--- config.mk ---
export PLATFORM = sky130hd
export DESIGN_NAME = if_fetch_stage
export DESIGN_NICKNAME = d
export VERILOG_FILES = /design/src/rtl/if_fetch_stage.sv
export SDC_FILE = /design/constraint.sdc
export NUM_CORES = 1
export LEC_CHECK = 0
export ABC_AREA = 1
export CAP_MARGIN = 20
export CORE_MARGIN = 1.5
export CORE_UTILIZATION = 40
export CTS_CLUSTER_SIZE = 14
export DETAILED_ROUTE_END_ITERATION = 16
export HOLD_SLACK_MARGIN = 0.05
export MAX_ROUTING_LAYER = met4
export PLACE_DENSITY = 0.77
export SLEW_MARGIN = 20
export SYNTH_ARGS = -nofsm -noshare
export SYNTH_HDL_FRONTEND = slang
export SYNTH_SLANG_ARGS = --single-unit
--- constraint.sdc ---
create_clock -name clk -period 7.3 [get_ports clk]
set_clock_uncertainty 0.05 [all_clocks]
set_input_delay 0.73 -clock clk [delete_from_list [all_inputs] [get_ports clk]]
set_output_delay 0.73 -clock clk [all_outputs]
set_load 0.005 [all_outputs]
--- src/rtl/if_fetch_stage.sv ---
// Instruction fetch stage with PC, one-entry hold buffer and IF/ID register.
// Ports: clk/rst, hazard controls, branch redirect, imem handshake, IF/ID outputs, stall_count.
module if_fetch_stage #(
  parameter logic [31:0] RESET_PC  = 32'h0000_0000,
  parameter logic [31:0] NOP_INSTR = 32'h0000_0000,
  parameter int          CNT_W     = 16
) (
  input  logic             clk,
  input  logic             rst,
  input  logic             PCWrite,
  input  logic             IFID_write,
  input  logic             branch_taken,
  input  logic [31:0]      branch_target,
  output logic [31:0]      imem_addr,
  output logic             imem_req,
  input  logic             imem_ready,
  input  logic [31:0]      imem_rdata,
  output logic [31:0]      IFID_pc4,
  output logic [31:0]      IFID_instr,
  output logic             IFID_valid,
  output logic [CNT_W-1:0] stall_count
);

  typedef enum logic [1:0] {
    S_START = 2'd0,
    S_FETCH = 2'd1,
    S_HOLD  = 2'd2
  } state_t;

  state_t      state, state_nx;
  logic [31:0] pc;
  logic [31:0] pc4;
  logic [31:0] hold;
  logic        fire;
  logic        ld_mem;
  logic        ld_hold;
  logic        cap;
  logic        bubble;

  localparam logic [CNT_W-1:0] CNT_MAX = '1;

  assign pc4  = pc + 32'd4;
  assign fire = (state == S_FETCH) && imem_ready;

  always_ff @(posedge clk or posedge rst) begin
    if (rst) state <= S_START;
    else     state <= state_nx;
  end

  always_comb begin
    state_nx = state;
    case (state)
      S_START: state_nx = S_FETCH;
      S_FETCH: begin
        if (!branch_taken && fire && !IFID_write)
          state_nx = S_HOLD;
        else
          state_nx = S_FETCH;
      end
      S_HOLD: begin
        if (branch_taken || IFID_write)
          state_nx = S_FETCH;
      end
      default: state_nx = S_START;
    endcase
  end

  // A fetch accepted with IFID_write=1 but PCWrite=0 is dropped as a
  // bubble so the same PC is fetched again rather than duplicated.
  always_comb begin
    imem_req  = (state == S_FETCH);
    imem_addr = pc;
    ld_mem    = 1'b0;
    ld_hold   = 1'b0;
    cap       = 1'b0;
    bubble    = 1'b0;
    if (branch_taken) begin
      bubble = 1'b1;
    end else begin
      case (state)
        S_FETCH: begin
          ld_mem = fire && IFID_write && PCWrite;
          cap    = fire && !IFID_write;
          bubble = IFID_write && !(fire && PCWrite);
        end
        S_HOLD:  ld_hold = IFID_write;
        default: ;
      endcase
    end
  end

  always_ff @(posedge clk or posedge rst) begin
    if (rst) begin
      pc         <= RESET_PC;
      hold       <= NOP_INSTR;
      IFID_pc4   <= '0;
      IFID_instr <= NOP_INSTR;
      IFID_valid <= 1'b0;
    end else begin
      if (branch_taken)          pc <= branch_target;
      else if (ld_mem || ld_hold) pc <= pc4;

      if (branch_taken) hold <= NOP_INSTR;
      else if (cap)     hold <= imem_rdata;

      if (ld_mem) begin
        IFID_pc4   <= pc4;
        IFID_instr <= imem_rdata;
        IFID_valid <= 1'b1;
      end else if (ld_hold) begin
        IFID_pc4   <= pc4;
        IFID_instr <= hold;
        IFID_valid <= 1'b1;
      end else if (bubble) begin
        IFID_pc4   <= '0;
        IFID_instr <= NOP_INSTR;
        IFID_valid <= 1'b0;
      end
    end
  end

  always_ff @(posedge clk or posedge rst) begin
    if (rst)
      stall_count <= '0;
    else if (!IFID_write && !branch_taken && stall_count != CNT_MAX)
      stall_count <= stall_count + 1'b1;
  end

endmodule

== Word level (Yosys, flattened, before mapping) ==
Cells that the tools add are included.
Word-level totals
  register bits after elaboration: 147
Operators by class
  eq/ne operators: 4
  multiplexer cells: 23
  add/sub/neg operators: 2
  reduce and logical (&&, ||, !) cells: 19
Operator list (count)
  two-way mux 32 bit: 9
  adder 32 x 3 -> 32 bit (second input constant): 1
  adder 16 x 1 -> 16 bit (second input constant): 1
  inequality test 16 bit (second input constant): 1
  two-way mux 1 bit: 11
  logical AND 1 bit: 10
  one-hot mux 2 bit (3 select lines): 1
  two-way mux 2 bit: 2
  nonzero test 2 bit: 2
  logical NOT 1 bit: 3
  nonzero test 3 bit: 1
  equality test 2 x 1 -> 1 bit (second input constant): 1
  equality test 2 bit (second input constant): 1
  logical NOT 2 bit: 1
  logical OR 1 bit: 2
  inequality test 2 bit (second input constant): 1

== Longest topological paths before layout ==
Gate-level depths: netlist of run 1.
  word-level depth: 10
  depth in mapped cells: 11

== Least setup slack after synthesis of run 1 ==
OpenSTA, ideal clock, no wires.
  kind: input to register
  start point: input branch_taken
  end point: register IFID_instr[0]
  setup time: 0.124 ns
  stages: 9
  slack: 5.350 ns
  arrival: 1.776 ns
  cell sequence: buf_2 nor2_1 nand3_2 nand2_2 nor2_1 buf_6 buf_4 nand2_1 nand2_1
Between the ends
  cells in the longest elaborated chain, start to end: 3
  elaborated cells between the ends (all ways): 6
  classes of those cells: 5 x mux; 1 x reduce/logical
Ends and longest elaborated chain
  from (decl): RTL line 12  | input logic branch_taken,
  two-way mux 1 bit: RTL line 77  | if (branch_taken) begin
  two-way mux 32 bit: RTL line 110  | end else if (ld_hold) begin
  two-way mux 32 bit: RTL line 106  | if (ld_mem) begin
  to (signal assigned): RTL line 108  | IFID_instr <= imem_rdata;
  to (signal assigned): RTL line 112  | IFID_instr <= hold;
  to (decl): RTL line 19  | output logic [31:0] IFID_instr,
Parallel ways exist; a longest one is shown, timed or not.
A chain may end at the register's enable or synchronous reset.

== Worst setup path in the final report of run 1 ==
Ends and elaborated chain as after synthesis.

==> flow_metrics.tcl, run 1 <==
set metrics [dict create \
    gp_congestion 0.917 \
    floorplan.initialDensity 0.411 \
    io_buffers 183 \
    grt_max_degree 91 \
    maxCapViolations 0 \
    cp-end-kind "flip-flop" \
    nFillCells 1571 \
    synth_cell_types 27 \
    post_cts_hold_buffer_count 0 \
    timing_max_transition_violations_final 0 \
    post_synth_design_cell_area_um2 7160 \
    setup.reg_to_reg.worst_slack_ns 4.29 \
    number_of_global_route_vias_before_repair 6523 \
    gr-total-overflow 0 \
    die_area_um2 18700 \
    route.detailed.vias_per_inst 5.10 \
    timing.final.crit_share 0.445 \
    syn_inst 930 \
    post_synth_main_area_contributors "sky130_fd_sc_hd__dfrtp_1, sky130_fd_sc_hd__nand2_1, sky130_fd_sc_hd__nand3_1" \
    synth_seq_cells 147 \
    design.final.nets 1172 \
    most_frequent_cell_after_synthesis "sky130_fd_sc_hd__nand2_1" \
    placeable_core_region_um2 17400 \
    tightest_slew_ns 1.03 \
    postRouteAntennaNets 0 \
    drt_pre_antenna_iters 5 \
    ios 184 \
    rsz_0062_raised_after_global_routing "false" \
    area_grow_syn2layout_pct 36.5 \
    grt_util_all_layers 0.230 \
    synth-edff-count 0 \
    syn_area_per_cell_um2 7.70 \
    worst_ep_required_time_ns 7.56 \
    dp_hpwl_um 13900 \
    result_of_the_run "finished clean" \
    power.leakage_nw 4.85 \
    std_cell_rows 48 \
    cts_setup_buffers 0 \
    timing.setup.tns_ns 0 \
    timing_hold_violations_final 0 \
    timing_worst_setup_path_type "input port to flip-flop" \
    post_route_setup_slack_ns 4.05 \
    number_of_antenna_violations_at_the_first_check_in_global_routing 1 \
    setup_violations 0 \
    clock_sink_count 147 \
    relSlewSlack 0.307 \
    synth-warning-count 0 \
    via_count 6825 \
    clock_latency_ns 0.43 \
    startpoint_type "input port" \
    clock_h_tree_levels 4 \
    cp_max_fo 36 \
    cts.path.max_buffers 2 \
    pre_cts_slack_ns 3.59 \
    synth-main-ff-cell "sky130_fd_sc_hd__dfrtp_1" \
    ctsRootBufferMaster "sky130_fd_sc_hd__clkbuf_16" \
    cts_clock_pin_slew_for_the_worst_setup_and_hold_paths_ns 0.06 \
    mappedNetlistNets 1002 \
    ir_drop_mv 0.163 \
    drt-wirelength-per-cell_um 15.2 \
    chipWidth_um 137 \
    power.density_nw_per_um2 222 \
    route.final.wire_length_um 20300 \
    timing.critical_path.arrival_ns 3.50 \
    drt_iter0_drc 545 \
    post_synth_top_area_cell "sky130_fd_sc_hd__dfrtp_1" \
    cts-buffers-inserted 17 \
    tritoncts "built" \
    synth_largest_type_area_fraction 0.514 \
    hp-class "flip-flop to flip-flop" \
    period_needed_ns 3.25 \
    layout_cells_sized_above_1 0.0449 \
    max_freq_ghz 0.308 \
    postLayoutCoreUtil 0.561 \
    holdWs_ns 0.420 \
    drc_errors 0 \
    synth_top_cells_by_count "sky130_fd_sc_hd__nand2_1, sky130_fd_sc_hd__dfrtp_1, sky130_fd_sc_hd__nand3_1, sky130_fd_sc_hd__nor2_1, sky130_fd_sc_hd__inv_1" \
    die_y_um 137 \
    ctsResizeCount 0 \
    grt_pass1_wl_um 32500 \
    seq_area_frac_synth 0.514 \
    async_reset_ff_frac 1.00 \
]
==> placed cells by master (no fill, tap or decap), types with 2 or more instances in the layout <==
cell                              count
sky130_fd_sc_hd__dfrtp_1            147
sky130_fd_sc_hd__inv_2                3
sky130_fd_sc_hd__o211ai_1             4
sky130_fd_sc_hd__clkinv_1             2
sky130_fd_sc_hd__clkinv_4             4
sky130_fd_sc_hd__ha_1                 2
sky130_fd_sc_hd__xor2_1              12
sky130_fd_sc_hd__nor2_4               2
sky130_fd_sc_hd__nand2_2              3
sky130_fd_sc_hd__o21bai_1             2
sky130_fd_sc_hd__bufinv_16            3
sky130_fd_sc_hd__nand4_1             17
sky130_fd_sc_hd__nand3_1            105
sky130_fd_sc_hd__inv_6                4
sky130_fd_sc_hd__buf_4                5
sky130_fd_sc_hd__clkinvlp_4           3
sky130_fd_sc_hd__o21ai_0             11
sky130_fd_sc_hd__clkbuf_16           17
sky130_fd_sc_hd__nand2_1            417
sky130_fd_sc_hd__xnor2_1             12
sky130_fd_sc_hd__a22oi_1             32
sky130_fd_sc_hd__nor2_1              62
sky130_fd_sc_hd__inv_1               53
sky130_fd_sc_hd__clkdlybuf4s50_1    183
==> cells by family (layout without fill, tap and decap cells) <==
group	after synthesis	count (layout)	synth area share
other cells	0	1	0
fa+ha+maj	2	2	0.00349
simple gates	610	610	0.347
flops	147	147	0.514
xor+xnor	24	24	0.0293
compound gates	50	50	0.0487
buf+inv	97	280	0.0573
==> power breakdown <==
group / total (W) / internal [W] / switching (W)
Sequential: 0.000936 / 0.000869 / 0.0000672
Combinational: 0.000328 / 0.000167 / 0.000161
Clock: 0.000904 / 0.000542 / 0.000362
==> per-stage QoR <==
| step | area [um2] | total power (W) | std cells |
|---|---|---|---|
| global route | 9780 | 0.00227 | 1339 |
| floorplan | 7160 | 0.00109 | 930 |
| finish | 9780 | 0.00217 | 1339 |
| detailed placement | 9160 | 0.00128 | 1306 |
| CTS | 9770 | 0.00219 | 1338 |
| global placement | 9140 | 0.00127 | 1305 |
==> registers in the layout, summed over array words and instances (netlist names) <==
name,flops
hold,32
imem_addr,32
state,2
IFID_pc4,32
IFID_valid,1
IFID_instr,32
stall_count,16
==> layout make-up <==
cell class,instances,area [um2],share of cell area
flip-flops and latches,147,3680,0.376
multi-input cells,686,3080,0.315
well taps,225,282,0.0288
clock inverters,14,179,0.0183
diodes,1,2.50,0.000256
inverters,59,226,0.0232
clock buffers,18,429,0.0439
repair buffers,189,1900,0.194
==> per-layer routing <==
layer | share of wire | vias to the layer above | routed length [um] | GRT usage
met2 | 0.46 | 279 | 9380 | 0.358
li1 | - | 3309 | - | -
met4 | 0.022 | 0 | 446 | 0.0860
met1 | 0.44 | 3195 | 8880 | 0.294
met3 | 0.078 | 42 | 1590 | 0.0519
met5 | 0 | - | 0 | -
==> path summary, 6_finish.rpt <==
path | start | to | depth (start not counted)
worst max-delay path | branch_taken | IFID_instr[0] | 7
worst min-delay path | IFID_pc4[14] | IFID_pc4[14] | 2
worst max register to register | state[1] | IFID_instr[11] | 9
worst min register to register | IFID_pc4[14] | IFID_pc4[14] | 2
max in group asynchronous | rst | IFID_pc4[25] | 3
min in group asynchronous | rst | IFID_pc4[4] | 2
==> worst max-delay path, cell delays in order <==
cell,delay [ns]
sky130_fd_sc_hd__clkdlybuf4s50_1,0.45
sky130_fd_sc_hd__buf_4,0.36
sky130_fd_sc_hd__nor2_1,0.14
sky130_fd_sc_hd__nand3_2,0.32
sky130_fd_sc_hd__clkinv_1,0.91
sky130_fd_sc_hd__a22oi_1,0.48
sky130_fd_sc_hd__nand2_1,0.08
Note: power is estimated with default switching activity, not from simulation.
==> run 2, diff against run 1 <==
--- a/config.mk
+++ b/config.mk
@@ -13,7 +13,7 @@
 export DETAILED_ROUTE_END_ITERATION = 16
 export HOLD_SLACK_MARGIN = 0.05
 export MAX_ROUTING_LAYER = met4
-export PLACE_DENSITY = 0.77
+export PLACE_DENSITY = 0.8
 export SLEW_MARGIN = 20
 export SYNTH_ARGS = -nofsm -noshare
 export SYNTH_HDL_FRONTEND = slang
==> constraint.sdc (replaced) <==
create_clock -name clk -period 2.7 [get_ports clk]
set_clock_uncertainty 0.05 [all_clocks]
set_input_delay 0.27 -clock clk [delete_from_list [all_inputs] [get_ports clk]]
set_output_delay 0.27 -clock clk [all_outputs]
set_load 0.005 [all_outputs]
==> run 2 against run 1 <==
Effect of this change: global-route usage decreased by 0.083 points; register-to-register slack got worse by 3.9 ns; sequential share of layout area increased by 0.12 points; count of clock-buffer cells in the layout increased by 1; sequential power increased to 2.7 times the previous value; cell area decreased by 0.31%; non-clock buffer count increased by 5; die area unchanged; flip-flop and latch count unchanged; critical endpoint is now IFID_pc4[25]; largest power group unchanged.
==> flow_metrics.tcl, run 2 (synthesized netlist as in run 1, its figures left out) <==
set metrics [dict create \
    area_grow_syn2layout_pct 36.1 \
    period_needed_ns 2.34 \
    tritoncts "built" \
    seq_power_share 0.449 \
    holdWs_ns 0.335 \
    number_of_antenna_violations_at_the_first_check_in_global_routing 0 \
    tightest_slew_ns 0.942 \
    chipWidth_um 137 \
    clock_h_tree_levels 4 \
    postLayoutCoreUtil 0.560 \
    post_route_setup_slack_ns 0.363 \
    rsz_0062_raised_after_global_routing "false" \
    io_buffers 183 \
    timing.final.crit_share 0.866 \
    timing.setup.tns_ns 0 \
    timing.critical_path.mode_cell "sky130_fd_sc_hd__nand2_1" \
    clock_sink_count 147 \
    gp_congestion 0.902 \
    drt_pre_antenna_iters 5 \
    grt_util_all_layers 0.229 \
    postRouteAntennaNets 0 \
    die_area_um2 18700 \
    ctsRootBufferMaster "sky130_fd_sc_hd__clkbuf_16" \
    std_cell_rows 48 \
    gr-total-overflow 0 \
    clock_power_share 0.393 \
    maxCapViolations 0 \
    number_of_global_route_vias_before_repair 6409 \
    drt_iter0_drc 397 \
    ir_drop_mv 0.449 \
    cts_clock_pin_slew_for_the_worst_setup_and_hold_paths_ns 0.06 \
    ff2ff_path_depth 10 \
    cts.path.max_buffers 2 \
    max_freq_ghz 0.428 \
    worst_ep_required_time_ns 3.01 \
    die_y_um 137 \
    worst_path_max_delay_cell "sky130_fd_sc_hd__nor2_4" \
    layout_commonest_cell "sky130_fd_sc_hd__nand2_1" \
    result_of_the_run "finished clean" \
    power.net_switching_w 0.00159 \
    clock_latency_ns 0.43 \
    floorplan.initialDensity 0.411 \
    worstReg2RegStart "state[1]" \
    timing_worst_setup_path_type "flip-flop to flip-flop" \
    timing_max_transition_violations_final 0 \
    grt_max_degree 148 \
    pre_cts_slack_ns 0.0338 \
    antenna_cells 0 \
    relative_contribution_of_combinational_cells_to_total_power 0.158 \
    post_cts_hold_buffer_count 0 \
    most-common-layout-cells "sky130_fd_sc_hd__nand2_1, sky130_fd_sc_hd__clkdlybuf4s50_1, sky130_fd_sc_hd__dfrtp_1" \
    cp-end-kind "flip-flop" \
    setup_violations 0 \
    drc_errors 0 \
    startpoint "state[1]" \
    design.final.nets 1177 \
    worst_path_largest_cell_delay_ns 0.72 \
    power.internal_w 0.00404 \
    startpoint_type "flip-flop" \
    route.detailed.vias_per_inst 5.05 \
    power.leakage_nw 4.85 \
    dp_hpwl_um 13700 \
    via_count 6787 \
    cp_cell_sequence "inv_2, nand2_2, nor2_4, nand2_1, nand2_1, nand2_1, nor2_4, buf_4, nand2_1, nand2_1" \
    rr_endpoint "IFID_pc4[25]" \
    cts_setup_buffers 0 \
    instances_no_fill 1343 \
    relSlewSlack 0.371 \
    route.final.wire_length_um 20200 \
    hp-class "input port to asynchronous set/reset pin" \
    place.detailed.instances 1311 \
    placeable_core_region_um2 17400 \
    cts-buffers-inserted 17 \
    grt_pass1_wl_um 32300 \
    ios 184 \
    setup.reg_to_reg.worst_slack_ns 0.36 \
    ctsResizeCount 0 \
    switching_share 0.282 \
    cp_max_fo 39 \
    layout_cells_sized_above_1 0.0492 \
    power.density_nw_per_um2 577 \
    timing.critical_path.arrival_ns 2.65 \
    drt-wirelength-per-cell_um 15.0 \
    timing_hold_violations_final 0 \
]
[run 2: changes by cell type in the layout (fill, tap and decap cells not counted), moves of 2 or more]
cell	delta
sky130_fd_sc_hd__buf_4	+5
sky130_fd_sc_hd__clkbuf_8	+2
sky130_fd_sc_hd__clkinv_4	-2
sky130_fd_sc_hd__bufinv_16	-3
sky130_fd_sc_hd__clkinvlp_4	+2
[run 2: area by class of cell]
class / count / area (um2)
fillers: 1562 / 7670
multi-input cells: 686 / 3080
inverters: 59 / 225
clock buffers: 19 / 453
well taps: 225 / 282
flip-flops and latches: 147 / 3680
clock inverters: 13 / 101
repair buffers: 194 / 1930
[run 2: power by group through the flow]
stage          clock (W)  sequential (W)  combinational [W]
3_3_place_gp           0         0.00256           0.000879
3_5_place_dp           0         0.00256           0.000895
2_1_floorplan          0         0.00253           0.000424
6_report         0.00221         0.00253           0.000888
4_1_cts          0.00225         0.00253           0.000899
5_1_grt          0.00236         0.00255           0.000991
[run 2: how the worst max path moves through the flow]
stage                     slack, ns              to  depth (start not counted)
after floorplan                0.53   IFID_instr[0]                          1
final                          0.36    IFID_pc4[25]                         10
after global routing           0.11    IFID_pc4[25]                         10
after CTS                      0.33  IFID_instr[13]                         10
after detailed placement       0.03  IFID_instr[13]                          9
after global placement         0.14  IFID_instr[31]                          9
[run 2: per-stage QoR]
step / cell area (um2) / total power (W)
after floorplan: 7170 / 0.00296
after global placement: 9190 / 0.00344
after detailed placement: 9190 / 0.00346
after CTS: 9750 / 0.00568
after global routing: 9750 / 0.00590
final: 9750 / 0.00563
[run 2: worst max-delay path: cells and delay by family (launching register included)]
| kind | cells | cell delay, ns |
|---|---|---|
| buffers and inverters | 2 | 0.51 |
| DFF | 1 | 0.43 |
| and+or+nand+nor | 8 | 1.27 |
[run 2: routing by layer]
metal / wire length, um / track usage
met1: 8940 / 0.298
met2: 9530 / 0.360
met3: 1340 / 0.0470
met4: 361 / 0.0719
met5: 0 / -
==> run 3, diff against run 2 <==
--- a/config.mk
+++ b/config.mk
@@ -5,7 +5,6 @@
 export SDC_FILE = /design/constraint.sdc
 export NUM_CORES = 1
 export LEC_CHECK = 0
-export ABC_AREA = 1
 export CAP_MARGIN = 20
 export CORE_MARGIN = 1.5
 export CORE_UTILIZATION = 40
@@ -13,7 +12,7 @@
 export DETAILED_ROUTE_END_ITERATION = 16
 export HOLD_SLACK_MARGIN = 0.05
 export MAX_ROUTING_LAYER = met4
-export PLACE_DENSITY = 0.8
+export PLACE_DENSITY = 0.81
 export SLEW_MARGIN = 20
 export SYNTH_ARGS = -nofsm -noshare
 export SYNTH_HDL_FRONTEND = slang
==> run 3 against run 2 <==
Effect of this change: combinational power decreased by 13%; routed wire length decreased by 12%; synthesized cell count decreased by 33%; critical path depth decreased by 3; sequential power about the same; non-clock buffer count increased by 4; critical endpoint is now imem_addr[18]; largest cell class unchanged; largest power group unchanged; highest routed layer unchanged.
==> flow_metrics.tcl, run 3 <==
set metrics [dict create \
    gr-total-overflow 0 \
    die_y_um 132 \
    area_of_the_multi_input_gates_um2 2680 \
    cp_max_fo 10 \
    gp_congestion 0.810 \
    ir_drop_mv 0.413 \
    drc_errors 0 \
    syn_area_per_cell_um2 10.6 \
    whs_endpoint "imem_addr[1]" \
    sequential_cell_area_um2 3680 \
    place.detailed.instances 995 \
    floorplan.initialDensity 0.414 \
    instances_no_fill 1025 \
    hp-class "input port to flip-flop" \
    power_w 0.00543 \
    number_of_global_route_vias_before_repair 5388 \
    synth_seq_cells 147 \
    synth_largest_type_area_fraction 0.554 \
    synth_cell_types 47 \
    cts-buffers-inserted 17 \
    max_freq_ghz 0.442 \
    maxCapViolations 0 \
    hold_depth 2 \
    grt_pass1_wl_um 28600 \
    grt_util_all_layers 0.214 \
    ctsResizeCount 0 \
    design.final.nets 870 \
    most_frequent_cell_after_synthesis "sky130_fd_sc_hd__dfrtp_1" \
    finalInstanceArea_um2 9250 \
    drt_pre_antenna_iters 6 \
    clock_h_tree_levels 4 \
    tritoncts "built" \
    setup_violations 0 \
    antenna_cells 0 \
    power.density_nw_per_um2 587 \
    synth-edff-count 0 \
    cts_clock_pin_slew_for_the_worst_setup_and_hold_paths_ns 0.06 \
    synth-warning-count 0 \
    seq_area_frac_synth 0.554 \
    setup.reg_to_reg.worst_slack_ns 0.44 \
    clock_latency_ns 0.42 \
    most-common-layout-cells "sky130_fd_sc_hd__clkdlybuf4s50_1, sky130_fd_sc_hd__dfrtp_1, sky130_fd_sc_hd__nand2_1" \
    cts.path.max_buffers 2 \
    cp-end-kind "flip-flop" \
    drt_iter0_drc 470 \
    route.final.wire_length_um 17700 \
    ff2ff_path_depth 7 \
    route.detailed.vias_per_inst 5.44 \
    cts_setup_buffers 0 \
    chipWidth_um 132 \
    dp_hpwl_um 12000 \
    via_count 5573 \
    post_synth_top_area_cell "sky130_fd_sc_hd__dfrtp_1" \
    std_cell_rows 46 \
    post_dp_cell_area_um2 8730 \
    timing.final.crit_share 0.839 \
    startpoint_type "flip-flop" \
    worstReg2RegStart "imem_addr[2]" \
    period_needed_ns 2.26 \
    postRouteAntennaNets 0 \
    timing_hold_violations_final 0 \
    timing.setup.tns_ns 0 \
    area_grow_syn2layout_pct 39.2 \
    rsz_0062_raised_after_global_routing "false" \
    pre_cts_slack_ns 0.360 \
    die_area_um2 17400 \
    rr_endpoint "imem_addr[18]" \
    timing_worst_setup_path_type "flip-flop to flip-flop" \
    synth_top_cells_by_count "sky130_fd_sc_hd__dfrtp_1, sky130_fd_sc_hd__nand2_1, sky130_fd_sc_hd__o21ai_0, sky130_fd_sc_hd__inv_1, sky130_fd_sc_hd__a22o_1" \
    number_of_antenna_violations_at_the_first_check_in_global_routing 0 \
    power.leakage_nw 4.08 \
    synth-main-ff-cell "sky130_fd_sc_hd__dfrtp_1" \
    post_synth_design_cell_area_um2 6640 \
    ctsRootBufferMaster "sky130_fd_sc_hd__clkbuf_16" \
    drt-wirelength-per-cell_um 17.3 \
    syn_inst 625 \
    mappedNetlistNets 697 \
    async_reset_ff_frac 1.00 \
    tightest_slew_ns 0.862 \
    placeable_core_region_um2 16100 \
    nFillCells 1371 \
    result_of_the_run "finished clean" \
    grt_max_degree 148 \
    worst_ep_required_time_ns 2.92 \
    post_cts_hold_buffer_count 0 \
    post_route_setup_slack_ns 0.435 \
    timing.critical_path.arrival_ns 2.49 \
    timing_max_transition_violations_final 0 \
    io_buffers 183 \
    layout_commonest_cell "sky130_fd_sc_hd__clkdlybuf4s50_1" \
    ios 184 \
    worstHoldStart "branch_taken" \
    relSlewSlack 0.423 \
    layout_cells_sized_above_1 0.0692 \
    clock_sink_count 147 \
    post_synth_main_area_contributors "sky130_fd_sc_hd__dfrtp_1, sky130_fd_sc_hd__a222oi_1, sky130_fd_sc_hd__a22o_1" \
]
## run 3: stage by stage
| stage | util | hold slack [ns] |
|---|---|---|
| after floorplan | - | 0.340 |
| after global placement | 0.544 | 0.413 |
| after detailed placement | 0.544 | 0.421 |
| after CTS | 0.576 | 0.236 |
| after global routing | 0.576 | 0.240 |
| final | 0.576 | 0.253 |
## run 3: worst max-delay path by stage
| stage | from | endpoint | depth (start not counted) | slack [ns] |
|---|---|---|---|---|
| floorplan | rst | IFID_instr[0] | 1 | 0.53 |
| global placement | imem_ready | imem_addr[9] | 5 | 0.40 |
| detailed placement | imem_ready | imem_addr[9] | 5 | 0.36 |
| CTS | imem_addr[2] | imem_addr[18] | 7 | 0.43 |
| global route | imem_addr[2] | imem_addr[18] | 7 | 0.30 |
| finish | imem_addr[2] | imem_addr[18] | 7 | 0.44 |
## run 3: layout make-up
class / count / share of cell area
flip-flops and latches: 147 / 0.398
clock buffers: 23 / 0.0495
multi-input cells: 398 / 0.289
repair buffers: 198 / 0.212
well taps: 216 / 0.0292
inverters: 36 / 0.0150
clock inverters: 7 / 0.00650
## run 3: per-layer routing
metal	routed length, um	track usage	vias up	part of all wire
li1	-	-	2615	-
met3	1300	0.0627	15	0.073
met5	0	-	-	0
met2	8370	0.327	218	0.47
met4	171	0.0586	0	0.0096
met1	7890	0.278	2725	0.44
## run 3: critical path: stages, from the launching register on
cell                       delay (ns)
sky130_fd_sc_hd__dfrtp_1         0.45
sky130_fd_sc_hd__ha_1            0.26
sky130_fd_sc_hd__nand3_1         0.22
sky130_fd_sc_hd__nor4_4          0.37
sky130_fd_sc_hd__buf_4           0.25
sky130_fd_sc_hd__nand4_1         0.19
sky130_fd_sc_hd__o211ai_1        0.21
sky130_fd_sc_hd__o311ai_1        0.11
## run 3: cells by family after synthesis
kind of cell | Yosys count | synth area share
AO/OA/AOI/OAI | 154 | 0.175
multiplexers | 4 | 0.00659
flip-flops | 147 | 0.554
AND/OR/NAND/NOR | 185 | 0.142
buffers and inverters | 80 | 0.0480
adder cells (fa/ha/maj) | 2 | 0.00377
XOR/XNOR | 53 | 0.0699
## run 3: power by group
group / internal [W] / leakage [nW] / total (W) / switching (W)
Clock: 0.00127 / 0.260 / 0.00212 / 0.000852
Combinational: 0.000442 / 1.85 / 0.000770 / 0.000328
Sequential: 0.00235 / 1.96 / 0.00254 / 0.000193
